File: src/rtl/inst_fetch_pkg.sv
// Shared definitions for the instruction-fetch unit: FSM state encoding,
// default reset vector and the sequential-fetch increment.
package inst_fetch_pkg;

    // Fetch FSM states. At most one memory request is outstanding at any time.
    typedef enum logic [1:0] {
        ST_REQ  = 2'd0,   // presenting a request, waiting for grant
        ST_WAIT = 2'd1,   // request granted, waiting for response data
        ST_HOLD = 2'd2    // instruction held for the consumer
    } fetch_state_t;

    // Default fetch address after reset.
    localparam logic [31:0] RESET_PC_DEFAULT = 32'h8000_0000;

    // Byte distance between consecutive instructions.
    localparam int unsigned ILEN = 4;

endpackage : inst_fetch_pkg

File: src/rtl/inst_fetch_pc_reg.sv
// Fetch program counter: holds the address of the next instruction to
// request and selects between reset vector, redirect target and the
// sequential increment. Redirect always wins over the increment.
module ifu_pc_reg
    import inst_fetch_pkg::*;
#(
    parameter int unsigned     XLEN     = 32,
    parameter logic [XLEN-1:0] RESET_PC = XLEN'(RESET_PC_DEFAULT)
) (
    input  logic            clk,
    input  logic            rst,
    input  logic            i_redirect,
    input  logic [XLEN-1:0] i_redirect_pc,
    input  logic            i_advance,
    input  logic [XLEN-1:0] i_advance_base,
    output logic [XLEN-1:0] o_pc
);

    // Instructions are word aligned, so the two low bits of any target are
    // cleared. The increment wraps naturally modulo 2^XLEN.
    localparam logic [XLEN-1:0] ALIGN_MASK = ~(XLEN'(2'b11));
    localparam logic [XLEN-1:0] PC_STEP    = XLEN'(ILEN);

    logic [XLEN-1:0] r_pc;

    // Fetch PC register: reset vector, then redirect or sequential advance.
    always_ff @(posedge clk) begin
        if (rst) begin
            r_pc <= RESET_PC;
        end else if (i_redirect) begin
            r_pc <= i_redirect_pc & ALIGN_MASK;
        end else if (i_advance) begin
            r_pc <= i_advance_base + PC_STEP;
        end else begin
            r_pc <= r_pc;
        end
    end

    assign o_pc = r_pc;

endmodule : ifu_pc_reg

File: src/rtl/inst_fetch.sv
// Instruction fetch unit. Issues one word request at a time to instruction
// memory, captures the response and hands it to the decode/execute stage
// with a valid/ready handshake. Redirects from execute override everything;
// a response belonging to a request made before the redirect is dropped.
module inst_fetch
    import inst_fetch_pkg::*;
#(
    parameter int unsigned     XLEN     = 32,
    parameter logic [XLEN-1:0] RESET_PC = XLEN'(RESET_PC_DEFAULT)
) (
    input  logic            clk,
    input  logic            rst,
    // instruction memory request/response
    output logic            imem_req,
    output logic [XLEN-1:0] imem_addr,
    input  logic            imem_gnt,
    input  logic            imem_rvalid,
    input  logic [XLEN-1:0] imem_rdata,
    // consumer side
    output logic            if_valid,
    input  logic            if_ready,
    output logic [XLEN-1:0] if_inst,
    output logic [XLEN-1:0] if_pc,
    // control-flow redirect from execute
    input  logic            redirect_valid,
    input  logic [XLEN-1:0] redirect_pc
);

    fetch_state_t    r_state;
    fetch_state_t    w_state_nxt;
    logic            r_drop;
    logic            w_drop_nxt;
    logic            r_if_valid;
    logic            w_if_valid_nxt;
    logic [XLEN-1:0] r_if_inst;
    logic [XLEN-1:0] r_if_pc;
    logic            w_load_resp;
    logic            w_advance;
    logic [XLEN-1:0] w_fetch_pc;

    ifu_pc_reg #(
        .XLEN     (XLEN),
        .RESET_PC (RESET_PC)
    ) u_pc_reg (
        .clk            (clk),
        .rst            (rst),
        .i_redirect     (redirect_valid),
        .i_redirect_pc  (redirect_pc),
        .i_advance      (w_advance),
        .i_advance_base (r_if_pc),
        .o_pc           (w_fetch_pc)
    );

    // Next-state logic: redirect first, then the normal handshake events.
    always_comb begin
        w_state_nxt    = r_state;
        w_drop_nxt     = r_drop;
        w_if_valid_nxt = r_if_valid;
        w_load_resp    = 1'b0;
        w_advance      = 1'b0;
        case (r_state)
            ST_REQ: begin
                if (imem_gnt) begin
                    // A grant together with a redirect still launches the old
                    // address, so its response must be thrown away later.
                    w_state_nxt = ST_WAIT;
                    w_drop_nxt  = redirect_valid;
                end else begin
                    w_state_nxt = ST_REQ;
                end
            end
            ST_WAIT: begin
                if (imem_rvalid) begin
                    if (redirect_valid || r_drop) begin
                        w_state_nxt = ST_REQ;
                        w_drop_nxt  = 1'b0;
                    end else begin
                        w_load_resp    = 1'b1;
                        w_if_valid_nxt = 1'b1;
                        w_state_nxt    = ST_HOLD;
                    end
                end else if (redirect_valid) begin
                    w_drop_nxt = 1'b1;
                end else begin
                    w_state_nxt = ST_WAIT;
                end
            end
            ST_HOLD: begin
                if (redirect_valid) begin
                    w_if_valid_nxt = 1'b0;
                    w_state_nxt    = ST_REQ;
                end else if (if_ready) begin
                    w_advance      = 1'b1;
                    w_if_valid_nxt = 1'b0;
                    w_state_nxt    = ST_REQ;
                end else begin
                    w_state_nxt = ST_HOLD;
                end
            end
            default: begin
                w_state_nxt    = ST_REQ;
                w_drop_nxt     = 1'b0;
                w_if_valid_nxt = 1'b0;
            end
        endcase
    end

    // Control state registers: FSM state, drop flag and output valid.
    always_ff @(posedge clk) begin
        if (rst) begin
            r_state    <= ST_REQ;
            r_drop     <= 1'b0;
            r_if_valid <= 1'b0;
        end else begin
            r_state    <= w_state_nxt;
            r_drop     <= w_drop_nxt;
            r_if_valid <= w_if_valid_nxt;
        end
    end

    // Instruction/PC capture register, loaded only by a kept response.
    always_ff @(posedge clk) begin
        if (rst) begin
            r_if_inst <= '0;
            r_if_pc   <= '0;
        end else if (w_load_resp) begin
            r_if_inst <= imem_rdata;
            r_if_pc   <= w_fetch_pc;
        end else begin
            r_if_inst <= r_if_inst;
            r_if_pc   <= r_if_pc;
        end
    end

    // The request is gated by rst so that it is low during reset yet rises
    // in the very first cycle after reset is released.
    assign imem_req  = (r_state == ST_REQ) && !rst;
    assign imem_addr = w_fetch_pc;
    assign if_valid  = r_if_valid;
    assign if_inst   = r_if_inst;
    assign if_pc     = r_if_pc;

endmodule : inst_fetch

File: config.mk
export PLATFORM = sky130hd
export DESIGN_NAME = inst_fetch
export DESIGN_NICKNAME = d
export VERILOG_FILES = /design/src/rtl/inst_fetch_pkg.sv /design/src/rtl/inst_fetch_pc_reg.sv /design/src/rtl/inst_fetch.sv
export SDC_FILE = /design/constraint.sdc
export NUM_CORES = 1
export LEC_CHECK = 0
export BUFFER_PORTS_ARGS = -buffer_cell sky130_fd_sc_hd__buf_2
export CORE_ASPECT_RATIO = 0.7
export CORE_UTILIZATION = 45
export CTS_CLUSTER_SIZE = 25
export DETAILED_ROUTE_END_ITERATION = 6
export PLACE_DENSITY_LB_ADDON = 0.1
export SETUP_SLACK_MARGIN = 0.3
export SLEW_MARGIN = 20
export SYNTH_ARGS = -nofsm -noshare
export SYNTH_HDL_FRONTEND = slang
export SYNTH_SLANG_ARGS = --single-unit
File: constraint.sdc
create_clock -name clk -period 5.6 [get_ports clk]
set_input_delay 0.28 -clock clk [delete_from_list [all_inputs] [get_ports clk]]
set_output_delay 0.28 -clock clk [all_outputs]
set_load 0.005 [all_outputs]
Yosys cells after proc, flatten, opt, wreduce, memory -nomap -nowiden
Cells that the tools add are included.
{ "totals": {"ff_bits": 100, "inputBits": 70, "out_inout_bits": 98, "elab_cells": 52} }
{ "op_classes": {"addsub": 1, "eq_ne": 9, "mux": 25, "n_bitwise": 2, "reduce_logical": 8} }
{ "ops": {"columns": ["cell", "n"], "rows": [
  ["32-bit two-way mux", 2],
  ["32-bit by 3-bit adder with 32-bit output (second input constant)", 1],
  ["1-bit two-way mux", 15],
  ["3-bit != test (second input constant)", 4],
  ["2-bit two-way mux", 5],
  ["4-bit AND reduction", 2],
  ["2-bit != test (second input constant)", 3],
  ["1-bit case mux with 3 select lines", 2],
  ["2-bit case mux with 3 select lines", 1],
  ["2-bit by 1-bit equality test with 1-bit output (second input constant)", 1],
  ["2-bit equality test (second input constant)", 1],
  ["2-bit logical NOT", 1],
  ["1-bit NOT", 2],
  ["2-bit nonzero test", 1],
  ["2-bit OR reduction", 1],
  ["1-bit logical AND", 1],
  ["1-bit logical NOT", 1],
  ["1-bit logical OR", 1]
]} }

Longest topological paths before layout
Gate-level depths: netlist of run 1.
{ "depth": {"word_depth": 5, "depth_mapped": 7, "ltp_nobuf": 6} }

Cells and area by module
From an unflattened synthesis of run 1, not the netlist that was laid out.
{ "unflattened": {"cells_unflattened": 543, "area_unflattened_um2": 5097.4} }
{ "modules_own_cells": {"columns": ["mod", "instances", "cells_each", "area_per_inst_um2", "seq_area_each_um2"], "rows": [
  ["inst_fetch", 1, 303, 3140.5, 1361.3],
  ["ifu_pc_reg", 1, 240, 1956.9, 640.6]
]} }

Least setup slack after synthesis of run 1
Ideal clock, no wire load.
{ "synth_timing": {"path_type": "flip-flop to flip-flop", "start": "reg r_if_pc[3], in the netlist if_pc[3]", "end": "reg u_pc_reg.r_pc[18], in the netlist u_pc_reg.o_pc[18]", "setup_ns": 0.132, "arrival_time_ns": 1.840, "required_ns": 5.468, "slack_ns": 3.627, "stages_incl_launch_ff": 8, "n_path_buf": 1, "synth_period_minus_slack_ns": 1.973, "cell_sequence": "dfxtp_1 ha_1 clkbuf_1 inv_1 or4_4 o21a_1 o21ai_1 a21oi_1"} }
{ "synth_between": {"elab_chain_len": 3} }
{ "synth_lines": {"columns": ["item", "line_no", "text"], "rows": [
  ["start: declaration", "inst_fetch.sv:36", "logic [XLEN-1:0] r_if_pc;"],
  ["start signal: assignment", "inst_fetch.sv:128", "r_if_pc <= w_fetch_pc;"],
  ["start signal: assignment", "inst_fetch.sv:131", "r_if_pc <= r_if_pc;"],
  ["32-bit by 3-bit adder with 32-bit output", "inst_fetch_pc_reg.sv:33", "r_pc <= i_advance_base + PC_STEP;"],
  ["32-bit two-way mux", "inst_fetch_pc_reg.sv:32", "end else if (i_advance) begin"],
  ["32-bit two-way mux", "inst_fetch_pc_reg.sv:30", "end else if (i_redirect) begin"],
  ["end signal: assignment", "inst_fetch_pc_reg.sv:31", "r_pc <= i_redirect_pc & ALIGN_MASK;"],
  ["end signal: assignment", "inst_fetch_pc_reg.sv:33", null],
  ["end signal: assignment", "inst_fetch_pc_reg.sv:35", "r_pc <= r_pc;"],
  ["end: declaration", "inst_fetch_pc_reg.sv:24", "logic [XLEN-1:0] r_pc;"]
]} }
Every way passes these cells. The select of a mux whose other input is x is not followed.
A chain may end at the register's enable or synchronous reset.

Worst setup path in the final report of run 1
{ "layout_timing": {"start": "reg r_if_pc[2], in the netlist if_pc[2]", "end": "reg u_pc_reg.r_pc[18], in the netlist u_pc_reg.o_pc[18]"} }
The elaborated chain is that of the path after synthesis.

==> results of run 1 <==
-- final cells by class --
| class | count | area share |
|---|---|---|
| multi-input cells | 392 | 0.382 |
| flip-flops and latches | 100 | 0.372 |
| repair buffers | 170 | 0.161 |
| clock buffers | 11 | 0.0451 |
| well taps | 124 | 0.0288 |
| clock inverters | 4 | 0.00930 |
| inverters | 2 | 0.00140 |
-- synth_stat cells, drive strengths merged --
cell and n:
and3b 1, o32ai 2, nor3 7, a21o 2, nor2 22, o21ai 6, nand3 11, or4 2
ha 1, o22ai 20, nor4 5, nand3b 1, and4 1, xnor2 10, a2111oi 1, a211oi 2
xor2 16, buf 12, a221oi 2, a22oi 17, clkbuf 26, and3 4, a211o 2, a21oi 79
nand2 159, nand4 13, nand2b 1, inv 2, dfxtp 100, o21a 1, or2 3, a21boi 1
-- metrics by stage --
stage | hold slack [ns] | util | setup WS [ns] | instance area (um2)
6_report | 0.168 | 0.593 | 3.25 | 5380
5_1_grt | 0.155 | 0.593 | 3.12 | 5380
4_1_cts | 0.162 | 0.593 | 3.27 | 5380
3_5_place_dp | 0.443 | 0.561 | 3.30 | 5090
3_3_place_gp | 0.439 | 0.561 | 3.31 | 5090
2_1_floorplan | 0.416 | - | 3.63 | 4210
-- registers in the layout (all words and copies together), names as in the netlist --
register and cells:
if_inst 32, if_pc 32, u_pc_reg.o_pc 32, r_state 2, if_valid 1, r_drop 1
-- worst max-delay path by stage --
stage	endpoint	startpoint
3_3_place_gp	u_pc_reg.o_pc[26]$_SDFFE_PP0P_	if_pc[2]$_SDFFE_PP0P_
5_1_grt	u_pc_reg.o_pc[26]$_SDFFE_PP0P_	if_pc[2]$_SDFFE_PP0P_
6_report	u_pc_reg.o_pc[18]$_SDFFE_PP0P_	if_pc[2]$_SDFFE_PP0P_
3_5_place_dp	u_pc_reg.o_pc[18]$_SDFFE_PP0P_	if_pc[2]$_SDFFE_PP0P_
2_1_floorplan	u_pc_reg.o_pc[18]$_SDFFE_PP0P_	if_pc[3]$_SDFFE_PP0P_
4_1_cts	u_pc_reg.o_pc[18]$_SDFFE_PP0P_	if_pc[2]$_SDFFE_PP0P_
-- routing by layer --
metal  wire length (um)  part of all wire  track usage  vias to the layer above
met1               5370              0.46        0.320                     1950
li1                   -                 -            -                     2110
met5                  0                 0            0                        -
met4                138             0.012       0.0711                        0
met3                907             0.078       0.0783                       12
met2               5280              0.45        0.382                      139
-- tightest hold or removal path, delay by kind of cell --
| kind | cells | cell delay (ns) |
|---|---|---|
| buffers and inverters | 1 | 0.09 |
| AO/OA/AOI/OAI | 1 | 0.05 |
| AND/OR/NAND/NOR | 1 | 0.04 |
-- report_power, final --
part / switching, uW / leakage [uW] / internal (uW)
logic: 65.3 / 0.00129 / 54.0
registers: 17.8 / 0.000813 / 733
clock network: 263 / 0.000138 / 355
-- logic make-up (layout without fill, tap and decap cells) --
family                   after synthesis  in the layout  share of synthesized area
AO/OA/AOI/OAI                        135            135                      0.186
XOR/XNOR                              26             26                     0.0540
adder cells (fa/ha/maj)                1              1                    0.00297
buffers and inverters                 40            187                     0.0389
flip-flops                           100            100                      0.475
AND/OR/NAND/NOR                      230            230                      0.243
==> results.yml, run 1 <==
cells_and_area:
  fillers: 866
  multi_input_area_um2: 2060
  area_delta_synth_final_pct: 27.7
  diodes: 0
  instances_no_fill: 803
  seqCellArea_um2: 2000
  final_common_cell: "buf_2"
  final_cell_mix: "164 x buf_2, 159 x nand2_1, 100 x dfxtp_1"
  drive_gt1_frac: 0.286
  nNetsFinal: 746
detailed_routing:
  postRouteAntennaNets: 0
  wl_per_cell_um: 14.6
  via_count: 4211
  drt_first_iter_violations: 240
  drc_errors: 0
  vias_per_cell: 5.24
  drt_pass1_iterations: 5
  wl_um: 11700
critical_path:
  arrival_ns: 2.53
  path_cells: "ha_1, inv_1, or4_4, o21a_1, o21ai_1, a21oi_1"
  r2r_start: "if_pc[2]$_SDFFE_PP0P_"
  timing.rr.end: "u_pc_reg.o_pc[18]$_SDFFE_PP0P_"
  cp_num_buf_inv: 1
  path_depth: 6
  r2r_cells: 6
  critPathMaxStageDelay_ns: 0.59
  critPathCaptureType: "flop"
  r2r_setup_slack_ns: 3.25
  cp_data_required_time_ns: 5.78
  crit_fanout: 10
  critPathKind: "reg -> reg"
  startpoint_type: "flop"
  worst_path_dominant_cell_family: "simple AND/OR/NAND/NOR gates"
  slowest_stage: "or4_4"
die:
  die-area_um2: 9760
  core-area_um2: 9070
  row_count: 29
  die_h_um: 83.0
  initial_core_util: 0.465
  io_pins: 168
  die_w_um: 118
clocking:
  cts_tree: "yes"
  cts_sinks: 100
  root_buffer: "clkbuf_16"
  cts_hold_buf: 0
  path_clk_slew_ns: 0.07
  cts_max_level: 3
  cts_buffers: 9
  cts_resized: 0
  cts_max_path_buffers: 2
  post-cts-setup-buffer-count: 0
  clk_latency_ns: 0.34
synthesis:
  postSynthCellCount: 532
  avgSynthCellArea_um2: 7.92
  synth.net_count: 603
  synth_top_cell_by_area: "dfxtp_1"
  syn_area_um2: 4210
  seq_area_frac_synth: 0.475
  synth_seq_cells: 100
  yosysTopAreaCellShare: 0.475
  synth_cell_types: 39
  ys_warn_count: 0
  synth_area_leaders: "dfxtp_1 48%, nand2_1 14%, a21oi_1 9.4%, xor2_1 3.3%, a22oi_1 3.0%"
run_status:
  status: "finished clean"
sta:
  rsz0062_at_grt: "no"
  min_period_ns: 2.35
  tightest_slew_ns: 1.04
  final_max_slew_viol_count: 0
  slew_headroom: 0.310
  fmax_mhz: 426
  min_period_over_period: 0.419
  finalSetupViolCount: 0
  skew_ns: 0.00686
  setup_tns_ns: 0
  hold_viol_final: 0
pwr:
  peakVddDrop_mv: 0.189
  p_per_area_nw_per_um2: 277
  p_total_uw: 1490
  leakage_uw: 0.00224
flow_run:
  maxCapViolations: 0
min_path:
  hp-start: "imem_rdata[6]"
  hold_path_end: "if_inst[6]$_SDFFE_PP0P_"
  whs_path_depth: 3
  hold_path_class: "in -> reg"
placement:
  gp_congestion: 0.805
  placed_cells: 788
  place.port_buffers: 165
  hpwl_um: 7760
grt:
  grt_max_degree: 100
  grt_overflow_total: 0
  track_usage: 0.243
  antenna_found_initial: 0
  grt_pass1_wl_um: 19200
  grt_pass1_vias: 3850
Power figures use the tool's default switching activity.
==> inputs of run 2 (changes only) <==
--- a/config.mk
+++ b/config.mk
@@ -5,6 +5,7 @@
 export SDC_FILE = /design/constraint.sdc
 export NUM_CORES = 1
 export LEC_CHECK = 0
+export ABC_AREA = 1
 export BUFFER_PORTS_ARGS = -buffer_cell sky130_fd_sc_hd__buf_2
 export CORE_ASPECT_RATIO = 0.7
 export CORE_UTILIZATION = 45
==> constraint.sdc (replaced) <==
create_clock -name clk -period 2.2 [get_ports clk]
set_input_delay 0.11 -clock clk [delete_from_list [all_inputs] [get_ports clk]]
set_output_delay 0.11 -clock clk [all_outputs]
set_load 0.005 [all_outputs]
==> results.yml, run 2 <==
pwr:
  p_int_uw: 2940
  comb_power_share: 0.100
  p_total_uw: 3910
  swShare: 0.248
  leakage_uw: 0.00270
  seqPwrFrac: 0.499
  power_frac_clock: 0.401
  p_per_area_nw_per_um2: 671
  p_switching_uw: 970
  peakVddDrop_mv: 0.355
synthesis:
  synth_common_cells: "173 x nand2_1, 107 x nor2_1, 100 x dfxtp_1"
  yosysTopAreaCellShare: 0.429
  synthXorXnorAreaFrac: 0
  syn_area_um2: 4670
  synth_seq_cells: 100
  synth.net_count: 771
  synth_area_leaders: "dfxtp_1 43%, nand2_1 14%, nor2_1 8.6%, o21ai_0 7.8%, a21oi_1 6.1%"
  synth_compound_area_frac: 0.164
  ys.flop_type: "dfxtp_1"
  postSynthCellCount: 700
  avgSynthCellArea_um2: 6.67
  synth_top_cell_by_area: "dfxtp_1"
  synth_cell_types: 28
  synth_adder_area_share: 0.00268
  synth_simple_gate_area_share: 0.306
  synth_top_family_by_area: "simple AND/OR/NAND/NOR gates"
  synthArstFlopShare: 0
  yosysMostFrequentCell: "nand2_1"
  ys_warn_count: 0
  synth_edf_count: 0
  seq_area_frac_synth: 0.429
  synthMuxAreaShare: 0
critical_path:
  cp_data_required_time_ns: 2.48
  r2r_setup_slack_ns: 0.52
  startpoint_type: "flop"
  arrival_ns: 1.96
  crit_fanout: 7
  crit_start: "if_pc[3]$_SDFFE_PP0P_"
  critPathCaptureType: "flop"
  r2r_start: "if_pc[3]$_SDFFE_PP0P_"
  critPathKind: "reg -> reg"
sta:
  slew_headroom: 0.557
  fmax_mhz: 594
  min_period_over_period: 0.765
  setup_tns_ns: 0
  tightest_slew_ns: 0.663
  final_max_slew_viol_count: 0
  finalSetupViolCount: 0
  min_period_ns: 1.68
  rsz0062_at_grt: "no"
  hold_viol_final: 0
  skew_ns: 0.00815
die:
  die-area_um2: 10800
  io_pins: 168
  row_count: 30
  initial_core_util: 0.473
  core-area_um2: 9870
  die_w_um: 124
  die_h_um: 87.2
placement:
  gp_congestion: 0.941
  hpwl_um: 9860
  place.port_buffers: 165
clocking:
  cts_sinks: 100
  cts_max_level: 3
  root_buffer: "clkbuf_16"
  cts_max_path_buffers: 2
  path_clk_slew_ns: 0.07
  cts_resized: 0
  cts_buffers: 9
  cts_tree: "yes"
  cts_hold_buf: 0
  post-cts-setup-buffer-count: 0
  clk_latency_ns: 0.34
cells_and_area:
  fin_util: 0.590
  seqCellArea_um2: 2000
  nNetsFinal: 921
  area_delta_synth_final_pct: 24.7
  final_cell_mix: "173 x nand2_1, 165 x buf_2, 107 x nor2_1"
  drive_gt1_frac: 0.248
  final_common_cell: "nand2_1"
  multi_input_area_um2: 2210
  diodes: 0
  fillers: 989
grt:
  grt_overflow_total: 0
  track_usage: 0.256
  grt_max_degree: 41
  grt_pass1_wl_um: 21500
  antenna_found_initial: 0
  grt_pass1_vias: 4554
min_path:
  hold_path_class: "in -> reg"
  hp-start: "imem_rdata[17]"
detailed_routing:
  wl_per_cell_um: 13.6
  drt_pass1_iterations: 7
  postRouteAntennaNets: 0
  via_count: 4917
  drt_first_iter_violations: 266
  wl_um: 13300
  drc_errors: 0
  vias_per_cell: 5.01
flow_run:
  maxCapViolations: 0
run_status:
  status: "finished clean"
[run 2: per-stage QoR]
stage	setup slack, ns	cells	hold WS [ns]	area [um2]
2_1_floorplan	0.862	700	0.258	4670
3_3_place_gp	0.589	967	0.345	5530
3_5_place_dp	0.523	967	0.363	5530
4_1_cts	0.525	982	0.00587	5820
5_1_grt	0.356	982	0.0130	5820
6_report	0.517	982	0.0183	5820
[run 2: final timing paths]
check,end,depth (start not counted)
max,u_pc_reg.o_pc[20]$_SDFFE_PP0P_,9
min reg2reg,r_drop$_SDFFE_PP0P_,2
max reg2reg,u_pc_reg.o_pc[20]$_SDFFE_PP0P_,9
min,if_inst[17]$_SDFFE_PP0P_,3
[run 2: area by class of cell]
class	count	area share
clock buffers	9	0.0387
multi-input cells	493	0.380
clock inverters	6	0.0112
flip-flops and latches	100	0.344
repair buffers	172	0.151
well taps	128	0.0275
inverters	74	0.0481
[run 2: power by group through the flow]
stage / logic, uW / registers [uW] / clock network, uW
after CTS: 395 / 1950 / 1600
after floorplan: 212 / 1990 / 0
after detailed placement: 392 / 1990 / 0
after global placement: 382 / 1990 / 0
after global routing: 448 / 1960 / 1680
final: 392 / 1950 / 1570
[run 2: cell families after synthesis]
logic type / after synthesis
AND/OR/NAND/NOR: 344
AO/OA/AOI/OAI: 148
buffers and inverters: 107
flip-flops: 100
adder cells (fa/ha/maj): 1
[run 2: layer usage]
metal / wire length [um] / vias to the layer above / track usage / share of wire
li1: - / 2526 / - / -
met1: 6460 / 2226 / 0.356 / 0.48
met2: 5670 / 156 / 0.394 / 0.43
met3: 1060 / 9 / 0.0654 / 0.080
met4: 124 / 0 / 0.0613 / 0.0093
met5: 0 / - / 0 / 0
[run 2: worst max-delay path, cell delays in order (launching register included)]
cell     delay, ns
dfxtp_1       0.45
ha_1          0.26
nand3_2       0.14
inv_2         0.09
nand2_2       0.13
nor2_2        0.20
nand2_1       0.09
nand2_1       0.06
nand3_1       0.06
a21oi_1       0.13
==> inputs of run 3 (changes only) <==
--- a/config.mk
+++ b/config.mk
@@ -5,7 +5,7 @@
 export SDC_FILE = /design/constraint.sdc
 export NUM_CORES = 1
 export LEC_CHECK = 0
-export ABC_AREA = 1
+export ABC_AREA = 0
 export BUFFER_PORTS_ARGS = -buffer_cell sky130_fd_sc_hd__buf_2
 export CORE_ASPECT_RATIO = 0.7
 export CORE_UTILIZATION = 45
==> constraint.sdc (replaced) <==
create_clock -name clk -period 1.62 [get_ports clk]
set_input_delay 0.081 -clock clk [delete_from_list [all_inputs] [get_ports clk]]
set_output_delay 0.081 -clock clk [all_outputs]
set_load 0.005 [all_outputs]
==> results.yml, run 3 (synthesis gave the netlist of run 1 again) <==
clocking:
  cts_buffers: 9
  cts_sinks: 100
  cts_max_path_buffers: 2
  clk_latency_ns: 0.36
  root_buffer: "clkbuf_16"
  cts_max_level: 3
  cts_tree: "yes"
  path_clk_slew_ns: 0.07
die:
  die-area_um2: 9760
  die_w_um: 118
  initial_core_util: 0.465
  die_h_um: 83.0
  row_count: 29
  io_pins: 168
  core-area_um2: 9070
critical_path:
  crit_start: "if_pc[5]$_SDFFE_PP0P_"
  r2r_start: "if_pc[5]$_SDFFE_PP0P_"
  critPathCaptureType: "flop"
  crit_fanout: 4
  startpoint_type: "flop"
  cp_data_required_time_ns: 1.84
  arrival_ns: 1.91
  critPathKind: "reg -> reg"
sta:
  min_period_over_period: 1.04
  slew_headroom: 0.591
  setup_tns_ns: -0.652
  hold_viol_final: 0
  rsz0062_at_grt: "yes"
  skew_ns: 0.0102
  setup_ws_ns: -0.0701
  finalSetupViolCount: 34
  fmax_mhz: 592
  tightest_slew_ns: 0.598
  whs_ns: 0.00628
  final_max_slew_viol_count: 0
  min_period_ns: 1.69
detailed_routing:
  drt_pass1_iterations: 5
  drt_first_iter_violations: 509
  wl_per_cell_um: 19.6
  postRouteAntennaNets: 0
  wl_um: 18300
  vias_per_cell: 5.70
  drc_errors: 0
  via_count: 5309
cells_and_area:
  design_area_um2: 7570
  final_common_cell: "buf_2"
  final_cell_mix: "163 x buf_2, 85 x dfxtp_1, 80 x nand2_1"
  nNetsFinal: 872
  drive_gt1_frac: 0.502
  area_delta_synth_final_pct: 79.7
  fin_util: 0.835
  fillers: 532
pwr:
  peakVddDrop_mv: 0.641
  p_per_area_nw_per_um2: 774
  p_total_uw: 5860
  leakage_uw: 0.00328
grt:
  grt_pass1_wl_um: 23700
  grt_max_degree: 100
  track_usage: 0.308
  grt_overflow_total: 0
  antenna_found_initial: 1
  grt_pass1_vias: 4700
run_status:
  status: "finished with violations"
  violations: "negative setup slack"
min_path:
  hold_path_class: "in -> reg"
  hp-start: "redirect_pc[8]"
flow_run:
  maxCapViolations: 0
placement:
  place.port_buffers: 165
  place_area_um2: 5490
  hpwl_um: 8720
  gp_congestion: 0.804
==> run 3: cell types whose count changed in the layout (fill, tap and decap cells not counted), sizes merged, moves of 22 or more <==
cell / previous run / this run
buf: 172 / 249
nand3: 45 / 11
inv: 75 / 2
nor2: 117 / 22
a21oi: 57 / 79
dlygate4sd3: 0 / 38
o21ai: 77 / 6
==> run 3: final cells by class <==
type | count | area [um2] | area share
multi-input combinational | 394 | 2650 | 0.350
timing repair buffer | 294 | 2380 | 0.315
sequential | 100 | 2030 | 0.268
clock buffer | 13 | 282 | 0.0372
tap | 124 | 155 | 0.0205
clock inverter | 3 | 65.1 | 0.00859
inverter | 2 | 10.0 | 0.00132
antenna | 1 | 2.50 | 0.000330
==> run 3: per-layer routing <==
metal  share of wire  track usage  up-vias
met4           0.039       0.0932        0
met3           0.093        0.103       78
met5               0            0        -
met1            0.39        0.383     2521
li1                -            -     2378
met2            0.48        0.504      332
==> run 3: worst max-delay path, cell delays in order (launching register included) <==
cell and delay [ns]:
dfxtp_2 0.38, nand4_4 0.16, or4_4 0.59, o21a_1 0.22, o21ai_1 0.13, a21oi_1 0.08
==> run 3: metrics by stage <==
step	setup WS, ns	cells
final	-0.0701	931
after global routing	-0.130	931
after CTS	-0.0112	908
after detailed placement	-0.0311	832
after global placement	0.0323	832
after floorplan	-0.0638	532
==> run 3: path summary, 6_finish.rpt <==
path	slack, ns	cells past startpoint	endpoint
setup / recovery	-0.07	5	u_pc_reg.o_pc[18]$_SDFFE_PP0P_
hold / removal	0.006	3	u_pc_reg.o_pc[8]$_SDFFE_PP0P_
setup reg to reg	-0.07	5	u_pc_reg.o_pc[18]$_SDFFE_PP0P_
hold reg to reg	0.47	2	if_inst[20]$_SDFFE_PP0P_
==> run 3: what timing repair did <==
action                     CTS  global route
buffers inserted            13            12
hold endpoints to repair    38             0
setup endpoints to repair   92            98
hold buffers                38             0
gates resized for setup    120            80
cloned                       9            10
pin swaps                   54            43
==> run 3: where the power goes <==
part	leakage [uW]	internal [uW]	total [uW]	switching, uW
sequential	0.000821	2530	2600	69.6
clock	0.000171	1530	2510	979
combinational	0.00228	391	749	359
